<file path="config.mk">
export PLATFORM = sky130hd
export DESIGN_NAME = counter_param
export DESIGN_NICKNAME = d
export VERILOG_FILES = /design/src/rtl/counter_param.sv
export SDC_FILE = /design/constraint.sdc
export NUM_CORES = 1
export LEC_CHECK = 0
export CAP_MARGIN = 10
export CORE_MARGIN = 4
export CORE_UTILIZATION = 41
export DETAILED_ROUTE_END_ITERATION = 8
export HOLD_SLACK_MARGIN = 0.12
export PLACE_DENSITY = 0.72
export SLEW_MARGIN = 20
export SYNTH_ARGS = -nofsm -noshare
export SYNTH_HDL_FRONTEND = slang
export SYNTH_SLANG_ARGS = --single-unit
</file>
<file path="constraint.sdc">
create_clock -name clk -period 1.8 [get_ports clk]
set_input_delay 0.18 -clock clk [delete_from_list [all_inputs] [get_ports clk]]
set_output_delay 0.18 -clock clk [all_outputs]
set_load 0.02 [all_outputs]
</file>
<file path="src/rtl/counter_param.sv">
`default_nettype none
// ============================================================================
// Module   : counter_param
// Purpose  : Parametrised up/down iteration counter with load, clear,
//            terminal flag and registered done pulse. Optional saturation
//            mode (hold at terminal point, adds sat output) is enabled by
//            defining COUNTER_PARAM_SATURATE_EN.
// Revision : 1.0 - initial release
// ============================================================================
module counter_param #(
  parameter int unsigned       WIDTH    = 5,
  parameter logic [WIDTH-1:0]  TERMINAL = {WIDTH{1'b1}}
) (
  input  logic             clk,
  input  logic             clr,
  input  logic             en,
  input  logic             sclr,
  input  logic             load,
  input  logic [WIDTH-1:0] load_val,
  input  logic             dir,
  output logic [WIDTH-1:0] q,
  output logic             tc,
  output logic             done
`ifdef COUNTER_PARAM_SATURATE_EN
  ,
  output logic             sat
`endif
);

  localparam logic [WIDTH-1:0] c_zero = '0;
  localparam logic [WIDTH-1:0] c_one  = {{(WIDTH-1){1'b0}}, 1'b1};

  logic [WIDTH-1:0] r_q;
  logic             r_done;
  logic [WIDTH-1:0] w_step_q;
  logic [WIDTH-1:0] w_load_q;
  logic             w_tc;
  logic             w_step_hits_term;

  // Terminal point follows the current direction: TERMINAL going up, 0 going down.
  assign w_tc = dir ? (r_q == TERMINAL) : (r_q == c_zero);

  always_comb begin
    w_step_q = r_q;
    if (dir) begin
      w_step_q = (r_q == TERMINAL) ? c_zero : (r_q + c_one);
    end else begin
      w_step_q = (r_q == c_zero) ? TERMINAL : (r_q - c_one);
    end
  end

  assign w_step_hits_term = dir ? (w_step_q == TERMINAL) : (w_step_q == c_zero);
  assign w_load_q         = (load_val > TERMINAL) ? TERMINAL : load_val;

`ifdef COUNTER_PARAM_SATURATE_EN
  logic r_sat;

  always_ff @(posedge clk or negedge clr) begin
    if (!clr) begin
      r_q    <= c_zero;
      r_done <= 1'b0;
      r_sat  <= 1'b0;
    end else if (sclr) begin
      r_q    <= c_zero;
      r_done <= 1'b0;
      r_sat  <= 1'b0;
    end else if (load) begin
      r_q    <= w_load_q;
      r_done <= 1'b0;
      r_sat  <= 1'b0;
    end else if (en) begin
      if (w_tc) begin
        // Step blocked at the terminal point: hold and flag saturation.
        r_done <= 1'b0;
        r_sat  <= 1'b1;
      end else begin
        r_q    <= w_step_q;
        r_done <= w_step_hits_term;
        r_sat  <= 1'b0;
      end
    end else begin
      r_done <= 1'b0;
    end
  end

  assign sat = r_sat;
`else
  always_ff @(posedge clk or negedge clr) begin
    if (!clr) begin
      r_q    <= c_zero;
      r_done <= 1'b0;
    end else if (sclr) begin
      r_q    <= c_zero;
      r_done <= 1'b0;
    end else if (load) begin
      r_q    <= w_load_q;
      r_done <= 1'b0;
    end else if (en) begin
      // A wrap lands on the opposite point, so it never raises done.
      r_q    <= w_step_q;
      r_done <= w_step_hits_term;
    end else begin
      r_done <= 1'b0;
    end
  end
`endif

  assign q    = r_q;
  assign tc   = w_tc;
  assign done = r_done;

endmodule
`default_nettype wire

</file>
### Word level (Yosys, flattened, before mapping)

Index checks and enable logic that the tools add are counted.

| cells by class | value |
|---|---|
| $add $sub $neg | 2 |
| magnitude comparators | 1 |
| equal/unequal tests | 2 |
| multiplexer cells | 12 |
| reductions and logical operators | 3 |

Operator list:

| operator | count |
|---|---|
| $mux 5 | 7 |
| $eq 5x5->1 const B | 2 |
| $logic_not 5->1 | 2 |
| $add 5x1->5 const B | 1 |
| $gt 5x5->1 const B | 1 |
| $mux 1 | 5 |
| $sub 5x1->5 const B | 1 |
| $reduce_bool 3->1 | 1 |

| word-level totals | value |
|---|---|
| flip-flop bits (word level) | 6 |
| logic and storage cells | 22 |

### Depth between registers and ports, before layout

Gate-level depths: netlist of the first run.

| depth | value |
|---|---|
| word-level depth | 8 |
| depth in mapped cells | 7 |
| depth with buffers taken out | 7 |

### Worst setup path before layout of the first run

OpenSTA, ideal clock, no wires.

| path | value |
|---|---|
| path type | register to register |
| from | register r_q[0] (netlist: q[0]) |
| to | register r_done (netlist: done) |
| data arrival time | 1.844 ns |
| path slack | -0.147 ns |
| stages on the path, launching flop included | 7 |
| path buffers | 1 |
| period minus slack after synthesis | 1.947 ns |
| path through | dfrtp_1 -> buf_2 -> inv_1 -> ha_1 -> nor3b_2 -> a221o_1 -> o41ai_2 |

| on the way | value |
|---|---|
| longest elaborated chain between the ends | 8 |

RTL lines:

| item | line | text |
|---|---|---|
| start: declaration | 33 | `logic [WIDTH-1:0] r_q;` |
| start signal: assignment | 90 | `r_q <= c_zero;` |
| start signal: assignment | 93 | `r_q <= c_zero;` |
| start signal: assignment | 96 | `r_q <= w_load_q;` |
| $sub 5x1->5, or another cell as far along | 48 | `w_step_q = (r_q == c_zero) ? TERMINAL : (r_q - c_one);` |
| $mux 5 (on tied branches) | 48, 46 |  |
| $mux 5 (*) | 45 | `if (dir) begin` |
| $eq 5x5->1 or $logic_not 5->1 (tied branches) | 52 | `assign w_step_hits_term = dir ? (w_step_q == TERMINAL) : (w_step_q == c_zero);` |
| $mux 1 (*) | 52 |  |
| $mux 1 (*) | 98 | `end else if (en) begin` |
| $mux 1 (*) | 95 | `end else if (load) begin` |
| $mux 1 (*) | 92 | `end else if (sclr) begin` |
| end signal: assignment | 101 | `r_done <= w_step_hits_term;` |
| end: declaration | 34 | `logic r_done;` |

Mark *: on every way between the ends. The rest lies on a longest branch, timed or not.
A chain may end at the register's enable or synchronous reset.

### Final worst setup path of the first run

Same ends and word-level chain as after synthesis.

==> qor.csv, run 1 <==
metric,value,unit
syn_inst,80,
clkLatencyLatePin,0.24,ns
clockRootBuffer,clkbuf_4,
die-area,2190,sq um
drtIter0Drc,22,
outcome,"finished, violations left",
cts_made_buffers,3,
final_max_slew_viol_count,0,
clk_pin_slew,0.05,ns
critical_path_arrival,1.93,ns
fin_crit_sh,101,%
fin_hold_ws,0.180,ns
finish.net_count,139,
grt_pass1_wl,3350,um
io_pins,18,
antenna_found_initial,0,
clockBufferDepth,2,
hold_violations,0,
grt_max_degree,12,
via_per_inst,5.69,
critPathLaunchType,register,
ctsHoldBuffers,0,
placed_area,955,sq um
crit_chain,"inv_2, buf_4, buf_4, buf_4, buf_4, buf_4, buf_4, buf_4, o41ai_2",
tightest_slew,0.377,ns
post-route-drc-count,0,
worst_setup_path_end_kind,register,
fin_area,1070,sq um
p_leak,0.000471,uW
crit_path_top_delay_cell,dfrtp_2,
fp.dieW,46.8,um
slowest_delay,0.41,ns
synth_cell_types,34,
wl_per_cell,14.8,um
wirelength,2060,um
cp.required,1.92,ns
initial_core_util,45.2,%
dp_hpwl,1580,um
dp_cells,127,
critical_path.max_fanout,4,
synthToLayoutAreaGrowth,72.9,%
relSlewSlack,74.8,%
max_cap_viol_count,0,
drive_above_1_share,37.9,%
setup_slack,-0.0185,ns
cts_tree,yes,
avgSynthCellArea,7.73,sq um
num_vias,791,
netlist_area,618,sq um
finalSetupViolCount,1,
final_util,78.2,%
ant_nets,0,
ys_warn_count,0,
grtUsageTotal,21.2,%
fill_cells,111,
synth_seq_cells,6,
n_antenna_cell,0,
violations,setup timing,
grt_pass1_vias,758,
dr.pass1.iters,4,
fp.dieH,46.8,um
core,1370,sq um
port_buffers,17,
synth.net_count,94,
powerDensity,521,nW/um^2
h-tree-depth,1,
final_cells,139,
fin_crit,1.82,ns
overflow,0,
core.rowCount,13,
grt_setup_unrepaired,true,
yosysSeqAreaShare,24.3,%
finClkSkew,0.00493,ns
peakVddDrop,0.000567,V
min_path_type,input port to asynchronous set/reset pin,
critical_path_class,register to register,
cp_common_cell,buf_4,
fmax,0.550,GHz
clock_sinks,6,
gp_congestion,0.833,
-- worst paths after layout --
kind,startpoint,to,slack [ns],cells past startpoint
max,q[0],done,-0.02,9
min,clr,q[1],0.18,1
max reg2reg,q[0],done,-0.02,9
min reg2reg,q[1],q[1],0.67,2
max in group asynchronous,clr,q[2],1.38,1
min in group clk,load_val[2],q[2],0.49,3
-- cells by family (layout without fill, tap and decap cells) --
logic type               count (synthesis)  after routing  share of synthesized area [%]
flip-flops                               6              6                           24.3
adder cells (fa/ha/maj)                  3              3                           6.07
buffers and inverters                   12             56                           8.50
XOR/XNOR                                 3              3                           4.25
AND/OR/NAND/NOR                         30             30                           26.5
multiplexers                             2              2                           3.24
AO/OA/AOI/OAI                           24             24                           27.1
-- per-layer routing --
layer	vias to the layer above	GRT usage, %	wire length [um]
met1	385	26.7	883
met4	0	5.52	14
met5	-	0	0
li1	387	-	-
met2	17	38.2	1090
met3	2	2.30	68
-- cell usage in the layout, fill, tap and decap left out, types with 2 or more instances in the layout --
| cell type | Yosys | final |
|---|---|---|
| a21oi_1 | 8 | 8 |
| and4_1 | 2 | 2 |
| buf_4 | 1 | 29 |
| clkbuf_4 | 0 | 3 |
| clkdlybuf4s50_1 | 0 | 16 |
| dfrtp_1 | 6 | 2 |
| dfrtp_2 | 0 | 4 |
| ha_4 | 0 | 3 |
| inv_1 | 6 | 4 |
| inv_2 | 0 | 2 |
| mux2i_1 | 2 | 2 |
| nand2_1 | 8 | 8 |
| nand3_1 | 3 | 3 |
| nor2_1 | 5 | 4 |
| nor3_1 | 3 | 3 |
| nor3b_1 | 2 | 2 |
| o21ai_0 | 4 | 4 |
| o22ai_1 | 2 | 2 |
| xor2_1 | 2 | 2 |
-- power breakdown --
group | switching (uW) | total [uW] | internal, uW
combinational | 120 | 262 | 142
sequential | 18.0 | 164 | 146
clock | 47.1 | 131 | 83.9
total | 185 | 557 | 372
-- sequential cells by signal (all words and copies together) (netlist names) --
name and flops:
done 1, q 5
-- synthesized netlist by cell type --
master     number  area [sq um]
a21oi_1         8          40.0
nand2_1         8          30.0
dfrtp_1         6           150
inv_1           6          22.5
nor2_1          5          18.8
o21ai_0         4          20.0
buf_2           3          15.0
ha_1            3          37.5
nand3_1         3          15.0
nor3_1          3          15.0
and4_1          2          17.5
clkbuf_1        2          7.51
mux2i_1         2          20.0
nor2b_1         2          12.5
nor3b_1         2          15.0
o22ai_1         2          12.5
xor2_1          2          17.5
a2111o_1        1          11.3
a211oi_1        1          7.51
a221o_1         1          10.0
a22oi_1         1          7.51
a311o_1         1          10.0
and3_1          1          6.26
buf_4           1          7.51
nand4_1         1          6.26
nor3b_2         1          12.5
nor4_1          1          6.26
nor4b_1         1          8.76
o21a_1          1          7.51
o221ai_1        1          8.76
o2bb2ai_1       1          8.76
o31ai_1         1          7.51
o41ai_2         1          16.3
xnor2_1         1          8.76
-- critical path, delay by kind of cell, from the launching register on --
family | cells | cell delay, ns
buf+inv | 8 | 0.92
flops | 1 | 0.41
compound gates | 1 | 0.38
-- timing repair --
item / in CTS / in global routing
setup buffers: 7 / 2
endpoints found under the setup margin: 5 / 5
pin swaps: 3 / 1
resized for setup: 10 / 2
-- stage by stage --
| stage | worst slack [ns] | total power, uW | TNS [ns] |
|---|---|---|---|
| 5_1_grt | -0.0855 | 594 | -0.153 |
| 6_report | -0.0185 | 557 | -0.0185 |
| 4_1_cts | -0.0261 | 558 | -0.0261 |
| 3_5_place_dp | -0.0412 | 404 | -0.0728 |
| 2_1_floorplan | 0.0341 | 286 | 0 |
| 3_3_place_gp | -0.0515 | 399 | -0.0602 |
-- final cells by class --
type                       count  area (sq um)  share of cell area [%]
multi-input combinational     62           463                    43.3
timing repair buffer          46           383                    35.8
sequential                     6           155                    14.5
clock buffer                   4          26.3                    2.46
inverter                       6          22.5                    2.11
tap                           15          18.8                    1.76
(Power assumes the default switching activity.)
==> run 2: changes to the inputs <==
--- a/config.mk
+++ b/config.mk
@@ -10,7 +10,7 @@
 export CORE_UTILIZATION = 41
 export DETAILED_ROUTE_END_ITERATION = 8
 export HOLD_SLACK_MARGIN = 0.12
-export PLACE_DENSITY = 0.72
+export PLACE_DENSITY = 0.78
 export SLEW_MARGIN = 20
 export SYNTH_ARGS = -nofsm -noshare
 export SYNTH_HDL_FRONTEND = slang
==> qor.csv, run 2 (synthesis results as in run 1) <==
metric,value,unit,change
outcome,finished clean,,
post-route-drc-count,0,,unchanged
cts_made_buffers,3,,unchanged
rr_worst_depth,6,,-3
p_leak,0.000457,uW,-2.9%
fp.dieH,46.8,um,unchanged
hold_violations,0,,unchanged
clk_pin_slew,0.05,ns,about the same
critical_path.max_fanout,4,,unchanged
clock_sinks,6,,unchanged
grt_setup_unrepaired,true,,
initial_core_util,45.2,%,unchanged
fin_crit,1.80,ns,-0.0231 ns
peakVddDrop,0.000409,V,-28%
critical_path_class,register to register,,
gp_congestion,0.921,,+11%
io_pins,18,,unchanged
finClkSkew,0.00663,ns,+0.00170 ns
cp.required,1.93,ns,about the same
grtUsageTotal,23.4,%,+2.2 points
dr.pass1.iters,4,,unchanged
layout_commonest_cell,buf_4,,
final_cell_mix,"buf_4, clkdlybuf4s50_1, a21oi_1, nand2_1, nor2_1",,
worst_setup_path_end_kind,register,,
synthToLayoutAreaGrowth,70.6,%,
dp_worst_setup_slack,-0.0490,ns,-0.00778 ns
port_buffers,17,,unchanged
core,1370,sq um,unchanged
seqPwrFrac,28.8,%,-0.6 points
grt_pass1_vias,791,,+4.4%
critical_path_arrival,1.93,ns,about the same
cts_tree,yes,,
netSwitchingFraction,35.5,%,+2.2 points
fin_crit_sh,99.7,%,-1.3 points
antenna_found_initial,0,,unchanged
clockRootBuffer,clkbuf_4,,
met2_usage,40.7,%,+2.4 points
wirelength,2250,um,+9.3%
clockBufferDepth,2,,unchanged
comb_power_share,47.3,%,+0.2 points
num_vias,796,,+0.63%
power_report.internal_total,375,uW,+0.84%
core.rowCount,13,,unchanged
drtIter0Drc,38,,+73%
fmax,0.557,GHz,+1.3%
largest_reg_flops,5,,unchanged
finalSetupViolCount,0,,-1
cp-startpoint,q[1],,
h-tree-depth,1,,unchanged
n_antenna_cell,0,,unchanged
tightest_slew,0.399,ns,+0.0220 ns
clkLatencyLatePin,0.25,ns,about the same
overflow,0,,unchanged
die-area,2190,sq um,unchanged
critPathLaunchType,register,,
busiest_layer,met2,,
grt_pass1_wl,3630,um,+8.5%
r2r_slack,0.005,ns,+0.02 ns
crit_chain,"ha_4, and3_4, ha_4, nor2b_4, a221o_1, o41ai_2",,
powerDensity,550,nW/um^2,+5.6%
setup_slack,0.00456,ns,+0.0231 ns
finish.net_count,133,,-4.3%
timing.rr.start,q[1],,
crit_path_top_delay_cell,dfrtp_2,,
max_cap_viol_count,0,,unchanged
drive_above_1_share,38.1,%,+0.23 points
p_switching,206,uW,+11%
slowest_delay,0.41,ns,about the same
wl_per_cell,16.9,um,+14%
relSlewSlack,73.3,%,-1.5 points
met3_usage,2.30,%,unchanged
placed_area,940,sq um,-1.6%
final_max_slew_viol_count,0,,unchanged
cp_common_cell,ha_4,,
fin_area,1050,sq um,-1.3%
via_per_inst,5.98,,+5.2%
dp_hpwl,1490,um,-5.6%
ant_nets,0,,unchanged
fp.dieW,46.8,um,unchanged
min_path_type,input port to asynchronous set/reset pin,,
grtUsageMet1,28.6,%,+1.9 points
grt_max_degree,12,,unchanged
clkPwrFrac,24.0,%,+0.5 points
==> run 2: worst max-delay path: cells and delay by family (launching register included) <==
kind	cells	cell delay [ns]
flip-flops	1	0.41
AND/OR/NAND/NOR	2	0.23
adder cells (fa/ha/maj)	2	0.29
AO/OA/AOI/OAI	2	0.74
==> run 2: path summary, 6_finish.rpt <==
check,endpoint
max in group asynchronous,q[2]
worst max register to register,done
worst max-delay path,done
worst min register to register,done
min in group clk,q[0]
worst min-delay path,q[3]
==> run 2: repair_timing <==
item / in CTS / in global routing
gates resized for setup: 12 / 6
hold buffers: 0 / 0
pin swaps: 6 / 3
setup endpoints to repair: 5 / 5
cloned: 0 / 0
buffers inserted: 4 / 1
endpoints found under the hold margin: 0 / 0
==> run 2: metal layers <==
layer  vias up  wire length, um
li1        372                -
met1       359              850
met2        56             1140
met3         9              193
met4         0               64
met5         -                0
==> run 2: layout make-up <==
| cell class | count | area [sq um] |
|---|---|---|
| multi-input cells | 62 | 494 |
| repair buffers | 40 | 338 |
| fillers | 106 | 312 |
| flip-flops and latches | 6 | 155 |
| clock buffers | 4 | 26.3 |
| inverters | 6 | 22.5 |
| well taps | 15 | 18.8 |
==> run 2: power groups by stage <==
stage / combinational [uW] / clock, uW / sequential, uW
final: 274 / 139 / 167
after global routing: 293 / 146 / 169
after global placement: 229 / 0 / 165
after floorplan: 114 / 0 / 172
after detailed placement: 233 / 0 / 165
after CTS: 248 / 141 / 165
==> run 2: metrics by stage <==
stage | hold WS [ns] | power [uW] | utilization [%] | std cells | TNS [ns]
6_report | 0.168 | 580 | 77.2 | 133 | 0
5_1_grt | 0.181 | 607 | 77.2 | 133 | -0.0363
4_1_cts | 0.172 | 554 | 75.0 | 132 | -0.00353
3_5_place_dp | 0.445 | 398 | 68.8 | 125 | -0.0530
3_3_place_gp | 0.441 | 394 | 68.8 | 125 | 0
2_1_floorplan | -0.116 | 286 | - | 80 | 0
